`src/rtl/wb_stage_pkg.sv`:
```
// Shared bus widths, memory-select encodings and the MEM->WB bundle type
// for the write-back stage.
package wb_stage_pkg;

    localparam int DATA_BUS     = 32;
    localparam int ADDR_BUS     = 32;
    localparam int REG_ADDR_BUS = 5;
    localparam int MEM_SEL_BUS  = 4;

    localparam logic [MEM_SEL_BUS-1:0] MEM_SEL_BYTE = 4'b0001;
    localparam logic [MEM_SEL_BUS-1:0] MEM_SEL_WORD = 4'b1111;

    // Everything the MEM stage hands over, held in the MEM/WB register
    typedef struct packed {
        logic                    read_flag;
        logic                    write_flag;
        logic                    sign_ext_flag;
        logic [MEM_SEL_BUS-1:0]  sel;
        logic [DATA_BUS-1:0]     result;
        logic                    reg_write_en;
        logic [REG_ADDR_BUS-1:0] reg_write_addr;
        logic [ADDR_BUS-1:0]     pc;
    } mem_bundle_t;

    // Widen a loaded byte to a full register, signed or unsigned
    function automatic logic [DATA_BUS-1:0] extend_byte(input logic [7:0] b,
                                                        input logic       sign_ext);
        return sign_ext ? {{(DATA_BUS-8){b[7]}}, b} : {{(DATA_BUS-8){1'b0}}, b};
    endfunction

endpackage

```
`src/rtl/wb_stage_load_align.sv`:
```
// Combinational load aligner: picks the addressed byte (with extension) or
// passes an aligned word; flags unsupported size/offset combinations.
module wb_stage_load_align
    import wb_stage_pkg::*;
(
    input  logic [DATA_BUS-1:0]    word,
    input  logic [1:0]             offset,
    input  logic [MEM_SEL_BUS-1:0] sel,
    input  logic                   sign_ext,
    output logic [DATA_BUS-1:0]    data,
    output logic                   ok
);

    logic [7:0] lane [4];

    for (genvar gi = 0; gi < 4; gi++) begin : g_lane
        assign lane[gi] = word[8*gi +: 8];
    end

    // Select byte lane or full word; anything unsupported yields 0 and ok=0
    always_comb begin
        data = '0;
        ok   = 1'b0;
        if (sel == MEM_SEL_BYTE) begin
            ok   = 1'b1;
            data = extend_byte(lane[offset], sign_ext);
        end else if (sel == MEM_SEL_WORD && offset == 2'b00) begin
            ok   = 1'b1;
            data = word;
        end
    end

endmodule

```
`src/rtl/wb_stage.sv`:
```
// Write-back stage: MEM/WB pipeline register, load-data hold buffer for
// stalls, and the register-file write port / ID forwarding outputs.
module wb_stage
    import wb_stage_pkg::*;
(
    input  logic                    clk,
    input  logic                    rst,
    input  logic                    stall,
    input  logic                    flush,
    input  logic                    mem_read_flag_in,
    input  logic                    mem_write_flag_in,
    input  logic                    mem_sign_ext_flag_in,
    input  logic [MEM_SEL_BUS-1:0]  mem_sel_in,
    input  logic [DATA_BUS-1:0]     result_in,
    input  logic                    reg_write_en_in,
    input  logic [REG_ADDR_BUS-1:0] reg_write_addr_in,
    input  logic [ADDR_BUS-1:0]     current_pc_addr_in,
    input  logic [DATA_BUS-1:0]     ram_read_data,
    output logic                    reg_write_en_out,
    output logic [REG_ADDR_BUS-1:0] reg_write_addr_out,
    output logic [DATA_BUS-1:0]     reg_write_data_out,
    output logic [ADDR_BUS-1:0]     current_pc_addr_out
);

    mem_bundle_t         bundle_reg;
    mem_bundle_t         bundle_next;
    logic [DATA_BUS-1:0] load_buf_reg;
    logic                buf_valid_reg;

    logic                is_load;
    logic [DATA_BUS-1:0] align_data;
    logic                align_ok;
    logic [DATA_BUS-1:0] load_data;

    // Gather the incoming MEM bundle
    always_comb begin
        bundle_next                = '0;
        bundle_next.read_flag      = mem_read_flag_in;
        bundle_next.write_flag     = mem_write_flag_in;
        bundle_next.sign_ext_flag  = mem_sign_ext_flag_in;
        bundle_next.sel            = mem_sel_in;
        bundle_next.result         = result_in;
        bundle_next.reg_write_en   = reg_write_en_in;
        bundle_next.reg_write_addr = reg_write_addr_in;
        bundle_next.pc             = current_pc_addr_in;
    end

    // A store never writes load data back, even if the read flag is set
    assign is_load = bundle_reg.read_flag & ~bundle_reg.write_flag;

    wb_stage_load_align u_load_align (
        .word     (ram_read_data),
        .offset   (bundle_reg.result[1:0]),
        .sel      (bundle_reg.sel),
        .sign_ext (bundle_reg.sign_ext_flag),
        .data     (align_data),
        .ok       (align_ok)
    );

    // MEM/WB register: flush inserts a bubble, stall holds, otherwise advance
    always_ff @(posedge clk) begin
        if (rst || flush) begin
            bundle_reg <= '0;
        end else if (!stall) begin
            bundle_reg <= bundle_next;
        end
    end

    // Hold buffer: capture aligned RAM data on the first stalled cycle of a load,
    // since the RAM output may change while the pipeline is frozen
    always_ff @(posedge clk) begin
        if (rst || flush) begin
            load_buf_reg  <= '0;
            buf_valid_reg <= 1'b0;
        end else if (stall) begin
            if (is_load && !buf_valid_reg) begin
                load_buf_reg  <= align_data;
                buf_valid_reg <= 1'b1;
            end
        end else begin
            buf_valid_reg <= 1'b0;
        end
    end

    // Buffered copy wins once captured; otherwise align the live RAM word
    assign load_data = buf_valid_reg ? load_buf_reg : align_data;

    // Register-file write port; unsupported loads suppress the write
    always_comb begin
        reg_write_addr_out  = bundle_reg.reg_write_addr;
        current_pc_addr_out = bundle_reg.pc;
        if (is_load) begin
            reg_write_en_out   = bundle_reg.reg_write_en & align_ok;
            reg_write_data_out = load_data;
        end else begin
            reg_write_en_out   = bundle_reg.reg_write_en;
            reg_write_data_out = bundle_reg.result;
        end
    end

endmodule

```
`config.mk`:
```
export PLATFORM = sky130hd
export DESIGN_NAME = wb_stage
export DESIGN_NICKNAME = d
export VERILOG_FILES = /design/src/rtl/wb_stage_pkg.sv /design/src/rtl/wb_stage_load_align.sv /design/src/rtl/wb_stage.sv
export SDC_FILE = /design/constraint.sdc
export NUM_CORES = 1
export LEC_CHECK = 0
export ABC_AREA = 1
export CAP_MARGIN = 20
export CELL_PAD_IN_SITES_DETAIL_PLACEMENT = 1
export CELL_PAD_IN_SITES_GLOBAL_PLACEMENT = 2
export CORE_UTILIZATION = 26
export CTS_CLUSTER_DIAMETER = 120
export CTS_CLUSTER_SIZE = 14
export DETAILED_ROUTE_END_ITERATION = 12
export GPL_TIMING_DRIVEN = 0
export MAX_ROUTING_LAYER = met4
export PLACE_DENSITY = 0.94
export SLEW_MARGIN = 20
export SYNTH_ARGS = -nofsm -noshare
export SYNTH_HDL_FRONTEND = slang
export SYNTH_SLANG_ARGS = --single-unit
```
`constraint.sdc`:
```
create_clock -name clk -period 3.6 [get_ports clk]
set_clock_uncertainty 0.15 [all_clocks]
set_input_delay 0.36 -clock clk [delete_from_list [all_inputs] [get_ports clk]]
set_output_delay 0.36 -clock clk [all_outputs]
set_load 0.01 [all_outputs]
```
==> impl_metrics.json <==
{
  "drive_gt1_share_pct": 9.68,
  "syn_area_per_cell_sq_um": 6.50,
  "maxCapViolations": 0,
  "crit_buf_inv": 3,
  "io-pin-count": 183,
  "worstPathRequired_ns": 3.09,
  "grt_max_degree": 19,
  "start_util_pct": 26.6,
  "cp_top_family": "buffers and inverters",
  "status": "finished, final reports clean",
  "rr_endpoint": "load_buf_reg[19]$_SDFFE_PP0P_",
  "track_usage_pct": 19.5,
  "post_cts_resized": 0,
  "grt_pass1_wl_um": 33000,
  "antenna_found_initial": 1,
  "clk_path_buf_depth": 2,
  "holdPathEnd": "current_pc_addr_out[30]$_SDFFE_PP0N_",
  "yosysWarnings": 0,
  "rsz0062_at_grt": "no",
  "worstHoldPathCells": 2,
  "drtAntennaViolNets": 0,
  "final_nets": 1203,
  "ys_seq_elements": 110,
  "max_stage_delay_ns": 0.57,
  "vias_per_cell": 4.57,
  "p_leak_nw": 3.63,
  "swShare_pct": 26.6,
  "wirelength_um": 21400,
  "grt_pass1_vias": 6314,
  "setup_viol": 0,
  "cts_setup_buffers": 0,
  "root_buffer": "clkbuf_16",
  "final_cell_mix": "311 x nand2_1, 182 x clkdlybuf4s50_1, 136 x a21oi_1",
  "crit_arrival_ns": 2.58,
  "slew_headroom_pct": 49.5,
  "syn-num-nets": 1010,
  "route.detailed.drc": 0,
  "powerDensity_nw_per_um2": 335,
  "yosys.cell_types.count": 20,
  "synthCells": 897,
  "post-route-period-util_pct": 85.8,
  "yosys.area.top_type_share_pct": 37.8,
  "hp-class": "reg2reg",
  "cts.sinks": 110,
  "dr.first_iter.drc_count": 313,
  "dieArea_sq_um": 23000,
  "vias": 6282,
  "area_delta_synth_final_pct": 42.6,
  "hold_violations": 0,
  "worstMarginPinSlew_ns": 0.758,
  "gp_congestion": 0.875,
  "crit_path_start_kind": "flop",
  "fp.dieH_um": 152,
  "vdd_drop_max_mv": 0.200,
  "power_switching_mw": 0.743,
  "slew_viol_final": 0,
  "grt_overflow": 0,
  "crit_type": "reg2out",
  "worst-path-max-fanout": 10,
  "timing.fmax_mhz": 324,
  "core_area_sq_um": 21900,
  "setup_tns_ns": 0,
  "largest_reg_flops": 40,
  "syn-cell-area_sq_um": 5830,
  "yosysSeqAreaShare_pct": 37.8,
  "setup.worst_path.end_class": "output port",
  "worstHoldStart": "current_pc_addr_out[30]$_SDFFE_PP0N_",
  "clock_latency_ns": 0.36,
  "io_buffers": 182,
  "drt-pass1-iter-count": 4,
  "yosysTopAreaCell": "dfxtp_1",
  "synthTopCellsByArea": "dfxtp_1 38%, nand2_1 20%, a21oi_1 12%",
  "htree_num_levels": 3,
  "place_hpwl_um": 16600,
  "wl_per_cell_um": 15.5,
  "ff2ff_path_depth": 7,
  "min_period_ns": 3.09,
  "final_common_cell": "nand2_1",
  "combPwrFrac_pct": 15.9,
  "hold_buffers": 0,
  "r2r-start": "buf_valid_reg$_SDFFE_PP0N_",
  "clkPwrFrac_pct": 38.8,
  "seq_power_share_pct": 45.4,
  "die_w_um": 152,
  "cts_tree": "built",
  "p_int_mw": 2.05,
  "clk_pin_slew_ns": 0.07,
  "crit_slowest_cell": "clkdlybuf4s50_1",
  "total_power_mw": 2.79,
  "path_cells": "buf_4 -> nor2_1 -> buf_2 -> nand3_1 -> nand3_1 -> nand2_1 -> nand2_1 -> clkdlybuf4s50_1",
  "rows": 54,
  "r2r_setup_slack_ns": 1.56,
  "cts_buffers": 9
}
[through the flow]
| step | area, sq um | std cells | setup WS (ns) | hold WS (ns) | utilization (%) |
|---|---|---|---|---|---|
| floorplan | 5830 | 897 | 1.83 | 0.286 | - |
| global route | 8310 | 1376 | 0.360 | 0.332 | 38.0 |
| detailed placement | 8000 | 1359 | 0.715 | 0.308 | 36.5 |
| finish | 8310 | 1376 | 0.511 | 0.317 | 38.0 |
| CTS | 8310 | 1375 | 0.521 | 0.320 | 38.0 |
| global placement | 8000 | 1359 | 0.717 | 0.302 | 36.5 |
[synthesized netlist by cell type]
cell / number
o21ai_0: 2
clkinv_1: 1
nor2_2: 1
nor2_1: 17
a21boi_0: 1
dfxtp_1: 110
a211oi_1: 7
nor3_4: 2
buf_4: 38
buf_1: 8
buf_6: 3
nand2_1: 311
a21oi_1: 136
buf_2: 16
nand3_1: 88
or2_2: 6
inv_1: 91
nand3_2: 21
clkbuf_1: 34
inv_2: 4
[cells by family (layout without fill, tap and decap cells)]
family | count (synthesis) | in the layout | synth area share [%]
AOI/OAI and AO/OA | 146 | 146 | 12.9
buffers and inverters | 195 | 393 | 15.7
DFF | 110 | 110 | 37.8
other | 0 | 1 | 0
and+or+nand+nor | 446 | 446 | 33.6
[area by class of cell]
class	count	area [sq um]
timing repair buffer	182	1820
buffer	99	557
clock inverter	5	66.3
antenna	1	2.50
multi-input combinational	592	2710
clock buffer	11	243
tap	280	350
inverter	96	360
fill	2851	13600
sequential	110	2200
[worst min-delay path, delay by kind of cell (launching register included)]
family	cells	cell delay [ns]
simple gates	1	0.06
compound gates	1	0.06
flops	1	0.31
[worst max path at each step]
stage | start | to | slack [ns] | depth (start not counted)
after CTS | bundle_reg[38]$_SDFFE_PP0N_ | reg_write_data_out[28] | 0.52 | 8
final | bundle_reg[38]$_SDFFE_PP0N_ | reg_write_data_out[28] | 0.51 | 8
after detailed placement | ram_read_data[7] | reg_write_data_out[30] | 0.71 | 11
after global routing | bundle_reg[38]$_SDFFE_PP0N_ | reg_write_data_out[28] | 0.36 | 8
after floorplan | bundle_reg[71]$_SDFFE_PP0N_ | reg_write_en_out | 1.83 | 5
after global placement | ram_read_data[7] | reg_write_data_out[30] | 0.72 | 11
[layer usage]
layer	vias to the layer above	GRT usage, %	part of all wire (%)	wire length, um
li1	3172	-	-	-
met1	2913	23.4	45	9550
met2	165	31.6	46	9830
met3	32	5.21	6.9	1480
met4	0	6.24	2.4	503
met5	-	-	0	0
[power groups by stage]
stage / sequential (mW) / clock (mW) / combinational (mW)
5_1_grt: 1.27 / 1.14 / 0.487
3_3_place_gp: 1.29 / 0 / 0.443
2_1_floorplan: 1.29 / 0 / 0.196
4_1_cts: 1.26 / 1.10 / 0.449
3_5_place_dp: 1.29 / 0 / 0.445
6_report: 1.26 / 1.08 / 0.442
(Power assumes the default switching activity.)
